--- src/rtl/inst_fetch_pkg.sv ---
`default_nettype none
// ============================================================================
// Module   : inst_fetch_pkg
// Purpose  : Shared constants and slot record for the instruction-fetch stage.
// Revision : 1.0
// ============================================================================
package inst_fetch_pkg;

    localparam int          IFQ_DEPTH = 4;
    // Decode treats this word as a bubble, so it is what leaves when nothing is valid.
    localparam logic [31:0] NOP_INST  = 32'h0000_0000;

    typedef struct packed {
        logic [31:0] pc;
        logic [31:0] data;
    } slot_t;

endpackage
`default_nettype wire

--- src/rtl/inst_fetch_if.sv ---
`default_nettype none
// ============================================================================
// Module   : inst_fetch_if
// Purpose  : Instruction-memory read bus: request handshake and in-order response.
// Revision : 1.0
// ============================================================================
interface inst_fetch_if;

    logic        mem_req_valid;
    logic [31:0] mem_req_addr;
    logic        mem_req_ready;
    logic        mem_resp_valid;
    logic [31:0] mem_resp_data;

    modport master (
        output mem_req_valid,
        output mem_req_addr,
        input  mem_req_ready,
        input  mem_resp_valid,
        input  mem_resp_data
    );

    modport slave (
        input  mem_req_valid,
        input  mem_req_addr,
        output mem_req_ready,
        output mem_resp_valid,
        output mem_resp_data
    );

endinterface
`default_nettype wire

--- src/rtl/fetch_slots.sv ---
`default_nettype none
// ============================================================================
// Module   : fetch_slots
// Purpose  : Circular slot store with head/tail/fill pointers for fetch tracking.
// Revision : 1.0
// ============================================================================
module fetch_slots
    import inst_fetch_pkg::*;
#(
    parameter int DEPTH = IFQ_DEPTH,
    parameter int PTR_W = $clog2(DEPTH)
) (
    input  wire logic             clk,
    input  wire logic             rst_n,
    input  wire logic             i_alloc,
    input  wire logic [31:0]      i_alloc_pc,
    input  wire logic             i_fill,
    input  wire logic [31:0]      i_fill_data,
    input  wire logic             i_pop,
    input  wire logic             i_clear,
    output      logic [PTR_W:0]   o_count,
    output      logic [PTR_W:0]   o_unfilled,
    output      logic             o_head_filled,
    output      slot_t            o_head
);

    logic [31:0]      r_pc   [DEPTH];
    logic [31:0]      r_data [DEPTH];
    logic [DEPTH-1:0] r_filled;
    logic [PTR_W-1:0] r_head;
    logic [PTR_W-1:0] r_tail;
    logic [PTR_W-1:0] r_fill_ptr;
    logic [PTR_W:0]   r_count;
    logic [PTR_W:0]   r_unfilled;

    logic [PTR_W:0]   w_alloc_inc;
    logic [PTR_W:0]   w_fill_dec;
    logic [PTR_W:0]   w_pop_dec;

    assign w_alloc_inc = (PTR_W+1)'(i_alloc);
    assign w_fill_dec  = (PTR_W+1)'(i_fill);
    assign w_pop_dec   = (PTR_W+1)'(i_pop);

    // Responses return in issue order, so the oldest unfilled slot is always
    // the one at r_fill_ptr; it trails tail by exactly r_unfilled entries.
    always_ff @(posedge clk or negedge rst_n) begin
        if (!rst_n) begin
            r_filled   <= '0;
            r_head     <= '0;
            r_tail     <= '0;
            r_fill_ptr <= '0;
            r_count    <= '0;
            r_unfilled <= '0;
        end else if (i_clear) begin
            r_filled   <= '0;
            r_head     <= '0;
            r_tail     <= '0;
            r_fill_ptr <= '0;
            r_count    <= '0;
            r_unfilled <= '0;
        end else begin
            if (i_alloc) begin
                r_tail <= r_tail + 1'b1;
            end
            if (i_fill) begin
                r_filled[r_fill_ptr] <= 1'b1;
                r_fill_ptr           <= r_fill_ptr + 1'b1;
            end
            if (i_pop) begin
                r_filled[r_head] <= 1'b0;
                r_head           <= r_head + 1'b1;
            end
            r_count    <= r_count + w_alloc_inc - w_pop_dec;
            r_unfilled <= r_unfilled + w_alloc_inc - w_fill_dec;
        end
    end

    // Payload storage needs no reset: r_filled and r_count gate every read.
    always_ff @(posedge clk) begin
        if (i_alloc && !i_clear) begin
            r_pc[r_tail] <= i_alloc_pc;
        end
        if (i_fill && !i_clear) begin
            r_data[r_fill_ptr] <= i_fill_data;
        end
    end

    assign o_count       = r_count;
    assign o_unfilled    = r_unfilled;
    assign o_head_filled = r_filled[r_head];
    assign o_head        = '{pc: r_pc[r_head], data: r_data[r_head]};

endmodule
`default_nettype wire

--- src/rtl/inst_fetch.sv ---
`default_nettype none
// ============================================================================
// Module   : inst_fetch
// Purpose  : Fetch stage: credit-limited imem issue, in-order response buffering,
//            flush with drop accounting for in-flight reads.
// Revision : 1.0
// ============================================================================
module inst_fetch
    import inst_fetch_pkg::*;
#(
    parameter int DEPTH = IFQ_DEPTH,
    parameter int PTR_W = $clog2(DEPTH)
) (
    input  wire logic        clk,
    input  wire logic        rst_n,
    input  wire logic        pc_valid,
    input  wire logic [31:0] pc_addr,
    output      logic        pc_ready,
    input  wire logic        flush,
    inst_fetch_if.master     mem,
    output      logic        inst_valid,
    output      logic [31:0] inst_data,
    output      logic [31:0] inst_pc,
    input  wire logic        inst_ready
);

    localparam logic [PTR_W:0] c_depth = (PTR_W+1)'(DEPTH);

    logic [PTR_W:0] r_drop_cnt;
    logic [PTR_W:0] w_drop_next;
    logic [PTR_W:0] w_count;
    logic [PTR_W:0] w_unfilled;
    logic [PTR_W:0] w_outstanding;
    logic [PTR_W:0] w_flush_pending;
    logic           w_credit;
    logic           w_issue_ok;
    logic           w_alloc;
    logic           w_fill;
    logic           w_pop;
    logic           w_drop_resp;
    logic           w_head_filled;
    slot_t          w_head;

    // Buffered slots plus reads still owed to a flush share the DEPTH budget,
    // so count + drop never exceeds DEPTH and PTR_W+1 bits always suffice.
    assign w_outstanding = w_count + r_drop_cnt;
    assign w_credit      = (w_outstanding < c_depth);
    assign w_issue_ok    = rst_n & w_credit & ~flush;

    assign mem.mem_req_valid = pc_valid & w_issue_ok;
    assign mem.mem_req_addr  = pc_addr;
    assign pc_ready          = mem.mem_req_ready & w_issue_ok;

    assign w_alloc     = pc_valid & pc_ready;
    assign w_drop_resp = mem.mem_resp_valid & (r_drop_cnt != '0);
    assign w_fill      = mem.mem_resp_valid & (r_drop_cnt == '0) & (w_unfilled != '0) & ~flush;

    assign inst_valid = (w_count != '0) & w_head_filled;
    assign inst_data  = inst_valid ? w_head.data : NOP_INST;
    assign inst_pc    = inst_valid ? w_head.pc   : 32'h0;
    assign w_pop      = inst_valid & inst_ready & ~flush;

    // On flush every unfilled slot becomes a read to discard; a response landing
    // in that same cycle retires one of those owed reads immediately.
    assign w_flush_pending = r_drop_cnt + w_unfilled;

    always_comb begin
        w_drop_next = r_drop_cnt;
        if (flush) begin
            if (mem.mem_resp_valid && (w_flush_pending != '0)) begin
                w_drop_next = w_flush_pending - 1'b1;
            end else begin
                w_drop_next = w_flush_pending;
            end
        end else if (w_drop_resp) begin
            w_drop_next = r_drop_cnt - 1'b1;
        end
    end

    always_ff @(posedge clk or negedge rst_n) begin
        if (!rst_n) begin
            r_drop_cnt <= '0;
        end else begin
            r_drop_cnt <= w_drop_next;
        end
    end

    fetch_slots #(
        .DEPTH (DEPTH),
        .PTR_W (PTR_W)
    ) u_slots (
        .clk           (clk),
        .rst_n         (rst_n),
        .i_alloc       (w_alloc),
        .i_alloc_pc    (pc_addr),
        .i_fill        (w_fill),
        .i_fill_data   (mem.mem_resp_data),
        .i_pop         (w_pop),
        .i_clear       (flush),
        .o_count       (w_count),
        .o_unfilled    (w_unfilled),
        .o_head_filled (w_head_filled),
        .o_head        (w_head)
    );

    // A response with nothing outstanding cannot be attributed to any fetch.
    a_resp_attributed : assert property (
        @(posedge clk) disable iff (!rst_n)
        !(mem.mem_resp_valid && (r_drop_cnt == '0) && (w_unfilled == '0))
    );

endmodule
`default_nettype wire

--- src/flat_wrapper.sv ---
// flat-port wrapper written by rule: the top's interface ports become plain ports
module inst_fetch_flat import inst_fetch_pkg::*;
#(
    parameter int DEPTH = IFQ_DEPTH,
    parameter int PTR_W = $clog2(DEPTH)
)
  (clk, rst_n, pc_valid, pc_addr, pc_ready, flush, inst_valid, inst_data, inst_pc, inst_ready, mem_mem_req_valid, mem_mem_req_addr, mem_mem_req_ready, mem_mem_resp_valid, mem_mem_resp_data);
  inst_fetch_if mem_i ();
  input  wire logic clk;
  input  wire logic rst_n;
  input  wire logic pc_valid;
  input  wire logic [31:0] pc_addr;
  output      logic pc_ready;
  input  wire logic flush;
  output      logic inst_valid;
  output      logic [31:0] inst_data;
  output      logic [31:0] inst_pc;
  input  wire logic inst_ready;
  output wire logic [$bits(mem_i.mem_req_valid)-1:0] mem_mem_req_valid;
  output wire logic [$bits(mem_i.mem_req_addr)-1:0] mem_mem_req_addr;
  input wire logic [$bits(mem_i.mem_req_ready)-1:0] mem_mem_req_ready;
  input wire logic [$bits(mem_i.mem_resp_valid)-1:0] mem_mem_resp_valid;
  input wire logic [$bits(mem_i.mem_resp_data)-1:0] mem_mem_resp_data;
  assign mem_mem_req_valid = mem_i.mem_req_valid;
  assign mem_mem_req_addr = mem_i.mem_req_addr;
  assign mem_i.mem_req_ready = mem_mem_req_ready;
  assign mem_i.mem_resp_valid = mem_mem_resp_valid;
  assign mem_i.mem_resp_data = mem_mem_resp_data;
  inst_fetch #(.DEPTH(DEPTH), .PTR_W(PTR_W)) u_core (.clk(clk), .rst_n(rst_n), .pc_valid(pc_valid), .pc_addr(pc_addr), .pc_ready(pc_ready), .flush(flush), .mem(mem_i), .inst_valid(inst_valid), .inst_data(inst_data), .inst_pc(inst_pc), .inst_ready(inst_ready));
endmodule
--- config.mk ---
export PLATFORM = sky130hd
export DESIGN_NAME = inst_fetch_flat
export DESIGN_NICKNAME = d
export VERILOG_FILES = /design/src/rtl/inst_fetch_pkg.sv /design/src/rtl/inst_fetch_if.sv /design/src/rtl/fetch_slots.sv /design/src/rtl/inst_fetch.sv /design/src/flat_wrapper.sv
export SDC_FILE = /design/constraint.sdc
export NUM_CORES = 1
export LEC_CHECK = 0
export ABC_AREA = 1
export CAP_MARGIN = 20
export CORE_ASPECT_RATIO = 1.1
export CORE_MARGIN = 10
export CORE_UTILIZATION = 42
export CTS_BUF_LIST = sky130_fd_sc_hd__clkbuf_4
export DETAILED_ROUTE_END_ITERATION = 6
export GPL_ROUTABILITY_DRIVEN = 0
export PLACE_DENSITY = 0.67
export SLEW_MARGIN = 10
export SYNTH_ARGS = -nofsm -noshare
export SYNTH_HDL_FRONTEND = slang
export SYNTH_SLANG_ARGS = --single-unit
--- constraint.sdc ---
create_clock -name clk -period 3.7 [get_ports clk]
set_input_delay 0.74 -clock clk [delete_from_list [all_inputs] [get_ports clk]]
set_output_delay 0.74 -clock clk [all_outputs]
set_load 0.02 [all_outputs]
# Word level (Yosys, flattened, before mapping)
# Memories as Yosys holds them, arrays and structs flattened.
# Cells that the tools add are included.
[classes]
n_addsub = 11
order_cmp = 5
mux = 27
bitwise = 16
n_reduce_logical = 15
[op_table]
columns = ["op", "n"]
rows = [
  ["32-bit 2-to-1 mux", 2],
  ["4-bit 2-to-1 mux", 4],
  ["3-bit 2-to-1 mux", 5],
  ["1-bit bitwise AND", 12],
  ["2-bit 2-to-1 mux", 6],
  ["3-bit nonzero test", 4],
  ["2-bit nonzero test", 4],
  ["1-bit 2-to-1 mux", 7],
  ["2-bit by 1-bit adder with 2-bit output (second input constant)", 3],
  ["3-bit by 1-bit adder with 3-bit output", 2],
  ["3-bit adder", 2],
  ["2-bit by 3-bit < comparator with 1-bit output (second input constant)", 2],
  ["3-bit by 1-bit subtractor with 3-bit output", 2],
  ["3-bit by 1-bit subtractor with 3-bit output (second input constant)", 2],
  ["1-bit logical AND", 5],
  ["4-bit bitwise AND", 1],
  ["1-bit demux with 2-bit select", 2],
  ["2-bit by 1-bit greater-or-equal comparator with 1-bit output (second input constant)", 2],
  ["4-bit inverter", 1],
  ["4-bit OR", 1],
  ["3-bit logical NOT", 1],
  ["3-bit < comparator (second input constant)", 1],
  ["1-bit binary-select mux with 2-bit select", 1],
  ["1-bit logical NOT", 1],
  ["1-bit inverter", 1],
]
[totals]
reg_bits = 19
ram_bits = 256
inputBits = 71
output_inout_bits = 99
wordCells = 83
memories = 2
[mem_list]
columns = ["name", "depth", "word_bits", "read_ports", "rd_clocked_by_memory_dff", "write_ports", "line_no", "text"]
rows = [
  ["u_core.u_slots.r_data", 4, 32, 1, 0, 1, "fetch_slots.sv:28", "logic [31:0] r_data [DEPTH];"],
  ["u_core.u_slots.r_pc", 4, 32, 1, 0, 1, "fetch_slots.sv:27", "logic [31:0] r_pc [DEPTH];"],
]

# Logic depth before layout (Yosys ltp)
# Gate-level depths: netlist of the first run.
[depth]
word_depth = 10
ltp_mapped = 15
ltp_nobuf = 13

# Cells and area by module
# Synthesis of the first run repeated with hierarchy kept, for this count alone.
[unflattened]
hier_cells = 1117
hier_area_um2 = 12744.7
[modules_own_cells]
columns = ["module", "n_inst", "cells_each", "area_each_um2", "seq_area_each_um2"]
rows = [
  ["fetch_slots", 1, 872, 11488.5, 8087.8],
  ["inst_fetch", 1, 245, 1256.2, 75.1],
]

# Worst setup path before layout of the first run
# No wires, ideal clock.
[synth_timing]
kind = "register to register"
from = "register u_core.u_slots.r_count[1], in the netlist u_core.u_slots.o_count[1]"
to = "memory u_core.u_slots.r_pc[0][0] (enable)"
setup_ps = 421
t_arrival_ps = 2586
required_ps = 3279
slack_ps = 693
path_stages_with_launch = 8
cell_sequence = "dfrtp_1 -> ha_1 -> nand3_1 -> nand2_1 -> nand2_1 -> nand2_1 -> nand4_1 -> nor2_1"
[synth_via]
elab_chain_cells = 9
[synth_rtl]
columns = ["element", "line_no", "text"]
rows = [
  ["from (decl)", "fetch_slots.sv:33", "logic [PTR_W:0] r_count;"],
  ["from (signal assigned)", "fetch_slots.sv:73", "r_count <= r_count + w_alloc_inc - w_pop_dec;"],
  ["3-bit adder", "inst_fetch.sv:46", "assign w_outstanding = w_count + r_drop_cnt;"],
  ["3-bit < comparator", "inst_fetch.sv:47", "assign w_credit = (w_outstanding < c_depth);"],
  ["1-bit bitwise AND (2 in a row)", "inst_fetch.sv:48", "assign w_issue_ok = rst_n & w_credit & ~flush;"],
  ["1-bit bitwise AND", "inst_fetch.sv:52", "assign pc_ready = mem.mem_req_ready & w_issue_ok;"],
  ["1-bit bitwise AND", "inst_fetch.sv:54", "assign w_alloc = pc_valid & pc_ready;"],
  ["1-bit logical AND", "fetch_slots.sv:80", "if (i_alloc && !i_clear) begin"],
  ["1-bit 2-to-1 mux", "fetch_slots.sv:80", ""],
  ["1-bit 2-to-1 mux (implied by the code)", "fetch_slots.sv:81", "r_pc[r_tail] <= i_alloc_pc;"],
  ["to (decl)", "fetch_slots.sv:27", ""],
]
# Every way passes these cells.

# Worst setup path in the final report of the first run
[layout_timing]
from = "register u_core.u_slots.r_head[0]"
to = "output port inst_data[0]"
[layout_via]
elab_chain_cells = 4
word_cells_on_any_way = 5
classes_between = "mux (3); bitwise (1); memory (1)"
[layout_rtl]
columns = ["element", "line_no", "text"]
rows = [
  ["from (decl)", "fetch_slots.sv:30", "logic [PTR_W-1:0] r_head;"],
  ["from (signal assigned)", "fetch_slots.sv:71", "r_head <= r_head + 1'b1;"],
  ["1-bit binary-select mux with 2-bit select", "fetch_slots.sv:90", "assign o_head_filled = r_filled[r_head];"],
  ["1-bit 2-to-1 mux (implied by the code)", "fetch_slots.sv:90", ""],
  ["1-bit bitwise AND", "inst_fetch.sv:58", "assign inst_valid = (w_count != '0) & w_head_filled;"],
  ["32-bit 2-to-1 mux (*)", "inst_fetch.sv:59", "assign inst_data = inst_valid ? w_head.data : NOP_INST;"],
  ["to (decl)", "flat_wrapper.sv:16", "output logic [31:0] inst_data;"],
]
# Mark *: on every way between the ends. The rest lies on a longest branch, timed or not. The select of a mux whose other input is x is not followed.

==> results of run 1 <==
## stage by stage
stage	util	setup slack, ns
6_report	0.532	0.127
5_1_grt	0.532	-0.00794
4_1_cts	0.529	0.0321
3_5_place_dp	0.495	0.671
3_3_place_gp	0.495	0.718
2_1_floorplan	-	0.693
## repair_timing
action	in CTS	in global routing
hold endpoints to repair	0	0
setup endpoints to repair	0	45
buffers inserted	0	1
resized for setup	0	28
## layout by cell type, fill, tap and decap left out, types with 3 or more instances in the layout
master,instances
edfxtp_1,256
nand4_1,3
a21boi_0,4
dfrtp_1,17
o21ai_0,140
o22ai_1,3
a21oi_2,49
buf_4,14
nand2_1,33
clkinv_1,14
inv_2,3
a21oi_1,20
ha_1,22
inv_1,39
clkbuf_4,100
clkdlybuf4s50_1,144
buf_12,6
nand3_1,10
nor2_1,268
nor2_4,8
fa_1,3
bufinv_16,4
dlymetal6s2s_1,25
## layout make-up
cell class / instances / area share
diodes: 1 / 0.000170
inverters: 43 / 0.0111
well taps: 363 / 0.0308
multi-input cells: 573 / 0.203
clock buffers: 100 / 0.0509
flip-flops and latches: 275 / 0.554
repair buffers: 191 / 0.137
clock inverters: 20 / 0.0126
## sequential cells by signal, summed over array words and instances, names as in the netlist
name and flops:
u_core.r_drop_cnt 3, u_core.u_slots.o_count 3, u_core.u_slots.o_unfilled 3, u_core.u_slots.r_data 128, u_core.u_slots.r_fill_ptr 2, u_core.u_slots.r_filled 4
u_core.u_slots.r_head 2, u_core.u_slots.r_pc 128, u_core.u_slots.r_tail 2
## routing by layer
| layer | part of all wire | GRT usage | vias to the layer above | routed length, um |
|---|---|---|---|---|
| met5 | 0.0019 | 0 | - | 51 |
| met4 | 0.014 | 0.0460 | 6 | 372 |
| met3 | 0.069 | 0.0564 | 38 | 1870 |
| met2 | 0.50 | 0.258 | 198 | 13400 |
| met1 | 0.42 | 0.172 | 3712 | 11200 |
| li1 | - | - | 3756 | - |
## cells by family after synthesis
| logic type | Yosys count | share of synthesized area |
|---|---|---|
| simple gates | 324 | 0.106 |
| flops | 275 | 0.694 |
| compound gates | 220 | 0.111 |
| buf+inv | 127 | 0.0582 |
| fa+ha+maj | 25 | 0.0285 |
| xor+xnor | 4 | 0.00298 |
## worst paths after layout
check,startpoint,end,slack (ns),depth (start not counted)
worst min-delay path,rst_n,u_core.u_slots.r_tail[0],0.47,2
worst max-delay path,u_core.u_slots.r_head[0],inst_data[0],0.13,7
worst max register to register,u_core.u_slots.o_count[1],u_core.u_slots.r_pc[0][15],1.14,9
max in group asynchronous,rst_n,u_core.u_slots.r_head[1],2.97,2
worst min register to register,u_core.u_slots.r_tail[0],u_core.u_slots.r_tail[0],0.58,2
min in group clk,u_core.u_slots.r_tail[0],u_core.u_slots.r_tail[0],0.58,2
## synth_stat cells (all sizes together)
| cell | count | area share |
|---|---|---|
| ha | 22 | 0.023 |
| o211ai | 1 | 0.00064 |
| dfrtp | 19 | 0.040 |
| xnor2 | 2 | 0.0015 |
| fa | 3 | 0.0051 |
| o22ai | 3 | 0.0016 |
| nand3 | 11 | 0.0051 |
| edfxtp | 256 | 0.65 |
| xor2 | 2 | 0.0015 |
| nand2 | 34 | 0.011 |
| inv | 43 | 0.014 |
| a31oi | 1 | 0.00053 |
| buf | 66 | 0.038 |
| a21boi | 4 | 0.0026 |
| nor2 | 276 | 0.088 |
| o21ai | 142 | 0.061 |
| clkbuf | 18 | 0.0057 |
| nand4 | 3 | 0.0016 |
| a21oi | 69 | 0.045 |
## critical path, delay by kind of cell, from the launching register on
kind	cells	cell delay, ns
flip-flops	1	0.52
buffers and inverters	3	0.97
AO/OA/AOI/OAI	2	0.46
AND/OR/NAND/NOR	2	0.26
## report_power, final
group / switching (mW) / internal [mW]
sequential: 0.0259 / 3.43
combinational: 0.212 / 0.177
clock: 1.16 / 1.52
total: 1.39 / 5.13
==> key figures, run 1 <==
Run status
  – Status: complete, no violations

Logic synthesis
  – Post-Synthesis Cells: 975
  – Cell variety after synth: 28
  – Ys Warns: 0
  – Mapped Area: 11800 um^2
  – Synthesized area per cell: 12.1 um^2
  – Syn_nets: 1071
  – Seq cells post-synth: 275
  – Sequential area share after synthesis: 0.694

Floorplan
  – Boundary pin count: 170
  – Die area: 35100 um^2
  – FP Rows: 64
  – Die H: 196 um
  – Core outline area: 27700 um^2
  – Chip width: 180 um
  – Initial Util: 0.425

Critical path
  – WP data arrival: 2.83 ns
  – WS Path Type: register to output pin
  – CP Capture Type: output pin
  – Worst-path cell chain: inv_4, nor2_1, o21ai_2, nand2_8, buf_12, a21oi_2, clkdlybuf4s50_1
  – CP required: 2.96 ns
  – Worst Setup Start Kind: register
  – CP Max Fanout: 26
  – CP peak stage delay: 0.64 ns
  – Cell at the slowest stage of the critical path: clkdlybuf4s50_1

Layout
  – Post-route cell area: 14700 um^2
  – Multi-input logic area: 3000 um^2
  – Final-stage net count: 1250
  – Register area: 8170 um^2
  – Fill cell count: 2449
  – Area growth syn-to-layout: 25.3%
  – Share of cells above drive strength 1: 0.161
  – Post-Layout Cell Count: 1566

Flow run
  – # Max-Cap Violations: 0

GRT
  – GRT Util Overall: 0.151
  – Total global routing overflow: 0
  – Vias in the first global route: 8221
  – Initial antenna violation count: 4
  – Global-route wire length before repair: 43100 um
  – Pin count of the biggest net entering global routing: 133

Timing
  – Part of the cycle the worst path needs: 0.966
  – Slew HR: 0.570
  – Slew Limit Fails: 0
  – Final Critical Period: 3.57 ns
  – Final Hold Viols: 0
  – Slew @ Worst Pin: 0.646 ns
  – Hold WS: 0.473 ns
  – # setup viols final: 0
  – Setup TNS: 0 ns
  – Final Skew: 0.0325 ns
  – Fmax: 280 MHz

CTS
  – Clock Tree Buf Depth: 3
  – H-tree depth: 3
  – CTS clk-pin slew, worst paths: 0.06 ns
  – CTS Root Cell: clkbuf_4
  – Worst-Skew Late Latency: 0.63 ns
  – Post-CTS Hold Buffers: 0
  – CTS tree: built
  – Clock sinks: 275
  – TritonCTS buffer count: 70

Power
  – Worst VDD drop: 0.226 mV
  – Leakage: 5.66 nW
  – Final Power: 6.52 mW
  – Pwr per Cell Area: 442 nW/um^2

Route
  – Drt first pass iters: 5
  – Post-DR vias/cell: 4.92
  – DRC errors left: 0
  – DR WL/cell: 17.2 um
  – Final wirelength: 26900 um
  – Final ANT Viol Nets: 0
  – DRT iter0 DRCs: 467
  – Detailed-route via count: 7710

Place
  – DPL Wire Length: 15600 um
  – Placed cell area: 13700 um^2
  – DP Cell Count: 1444
  – Port Buf Inserts: 169

Hold path
  – Hold crit path type: input pin to asynchronous set/reset pin
No activity file was read; power rests on OpenSTA's default activity.
==> inputs of run 2 (changes only) <==
CTS_BUF_LIST = default   (was sky130_fd_sc_hd__clkbuf_4)
==> run 2 against run 1 <==
Effect of this change:
- die area unchanged
- first-iteration DRC count fell by 1.5%
- worst setup slack better by 0.12 ns
- core utilization decreased by 0.82 points
- final cell count shrank 4.7%
- power fell by 2.6%
- wire length shrank 1.5%
- clock skew is 0.020 ns lower
- critical path type unchanged
- largest cell class unchanged
- largest power group unchanged
- highest routed layer unchanged
==> key figures, run 2 (synthesized netlist as in run 1, its figures left out) <==
Run status
  – Status: complete, no violations

Critical path
  – CP Max Fanout: 132
  – CP required: 2.96 ns
  – Worst Setup Start Kind: register
  – WS Path Type: register to output pin
  – Worst-path cell chain: buf_12, nor2_1, nor2_1, o21ai_0, a21oi_2, clkdlybuf4s50_1
  – Cell at the slowest stage of the critical path: clkdlybuf4s50_1
  – CP peak stage delay: 0.63 ns
  – CP Capture Type: output pin
  – Most frequent CP cell: nor2_1
  – Worst R2R Setup Slack: 1.14 ns
  – WP data arrival: 2.71 ns

Floorplan
  – FP Rows: 64
  – Chip width: 180 um
  – Die area: 35100 um^2
  – Boundary pin count: 170
  – Core outline area: 27700 um^2
  – Die H: 196 um
  – Initial Util: 0.425

Timing
  – Worst setup margin: 0.246 ns
  – Fmax: 290 MHz
  – Final Skew: 0.0129 ns
  – Final Hold Viols: 0
  – Unrepaired setup endpoints after global routing: false
  – Final Critical Period: 3.45 ns
  – Slew HR: 0.399
  – Slew @ Worst Pin: 0.901 ns
  – Part of the cycle the worst path needs: 0.933
  – Slew Limit Fails: 0
  – Setup TNS: 0 ns
  – # setup viols final: 0

Route
  – DR WL/cell: 17.8 um
  – Detailed-route via count: 7546
  – DR WL met2: 13000 um
  – DRC errors left: 0
  – Wl on met1: 11200 um
  – DRT iter0 DRCs: 460
  – Post-DR vias/cell: 5.05
  – Final ANT Viol Nets: 0
  – WL met3: 1810 um
  – Highest routed layer: met5
  – Drt first pass iters: 5
  – Final wirelength: 26500 um

Place
  – Placed cell area: 13700 um^2
  – Pre-CTS setup slack: 0.671 ns
  – Port Buf Inserts: 169
  – DPL Wire Length: 15600 um

Layout
  – Most common cell after layout, fill and taps aside: nor2_1
  – Area growth syn-to-layout: 23.3%
  – Commonest non-fill, non-tap cells in the layout: 268 x nor2_1, 256 x edfxtp_1, 169 x clkdlybuf4s50_1, 140 x o21ai_0, 49 x a21oi_2
  – Fill cell count: 2452
  – Final Core Density: 0.524
  – Final-stage net count: 1206
  – Regs by FF count: u_core.u_slots.r_data x128, u_core.u_slots.r_pc x128, u_core.u_slots.r_filled x4
  – Post-route cell area: 14500 um^2
  – Share of cells above drive strength 1: 0.107

Power
  – Final Power: 6.35 mW
  – Worst VDD drop: 0.370 mV
  – Pwr per Cell Area: 437 nW/um^2
  – Leakage: 5.02 nW

GRT
  – Initial antenna violation count: 4
  – Pin count of the biggest net entering global routing: 133
  – GRT Util Overall: 0.147
  – Vias in the first global route: 7891
  – Total global routing overflow: 0
  – Global-route wire length before repair: 42500 um

CTS
  – CTS Root Cell: clkbuf_16
  – Clock Tree Buf Depth: 3
  – Worst-Skew Late Latency: 0.53 ns
  – CTS clk-pin slew, worst paths: 0.06 ns
  – H-tree depth: 1
  – TritonCTS buffer count: 27
  – CTS tree: built
  – Clock sinks: 275
  – Post-CTS Hold Buffers: 0
  – Post-CTS Resized: 0
  – Post-CTS Setup Bufs: 0

Hold path
  – Hold crit path type: register to register

Flow run
  – # Max-Cap Violations: 0
-- run 2: cell types whose count changed in the layout (fill, tap and decap cells not counted), sizes merged --
cell,change
dlymetal6s2s,-25
clkinv,-10
clkdlybuf4s50,+25
clkbuf,-63
clkinvlp,+4
bufinv,-3
buf,-1
-- run 2: final timing paths --
path | start | to | cells after the start
worst max-delay path | u_core.u_slots.r_head[0] | inst_data[11] | 6
worst min-delay path | u_core.u_slots.r_tail[0] | u_core.u_slots.r_tail[0] | 2
worst max register to register | u_core.u_slots.o_count[1] | u_core.u_slots.o_count[2] | 12
worst min register to register | u_core.u_slots.r_tail[0] | u_core.u_slots.r_tail[0] | 2
max in group asynchronous | rst_n | u_core.u_slots.r_head[0] | 2
min in group asynchronous | rst_n | u_core.u_slots.r_tail[0] | 2
-- run 2: routing by layer --
metal,vias up,GRT usage
met5,-,0
met4,6,0.0377
met3,45,0.0411
met2,192,0.253
met1,3683,0.177
li1,3620,-
-- run 2: metrics by stage --
stage	hold slack [ns]	std cells
floorplan	0.444	975
global placement	0.555	1444
detailed placement	0.561	1444
CTS	0.576	1492
global route	0.611	1493
finish	0.581	1493
-- run 2: area by class of cell --
cell class / instances / area [um^2] / area share
clock inverter: 11 / 86.3 / 0.00595
inverter: 43 / 164 / 0.0113
multi-input combinational: 573 / 2990 / 0.206
clock buffer: 37 / 713 / 0.0491
sequential: 275 / 8170 / 0.563
tap: 363 / 454 / 0.0313
timing repair buffer: 190 / 1940 / 0.133
antenna: 1 / 2.50 / 0.000172
-- run 2: worst max-delay path, delay by kind of cell, from the launching register on --
family                 cells  cell delay [ns]
buffers and inverters      2             1.10
flip-flops                 1             0.45
AO/OA/AOI/OAI              2             0.34
AND/OR/NAND/NOR            2             0.22
-- run 2: report_power, final --
| group | internal (mW) | total (mW) | switching, mW | leakage [nW] |
|---|---|---|---|---|
| Clock | 1.41 | 2.51 | 1.09 | 0.373 |
| Combinational | 0.176 | 0.387 | 0.211 | 2.09 |
| Sequential | 3.43 | 3.46 | 0.0259 | 2.56 |
| Total | 5.02 | 6.35 | 1.33 | 5.02 |
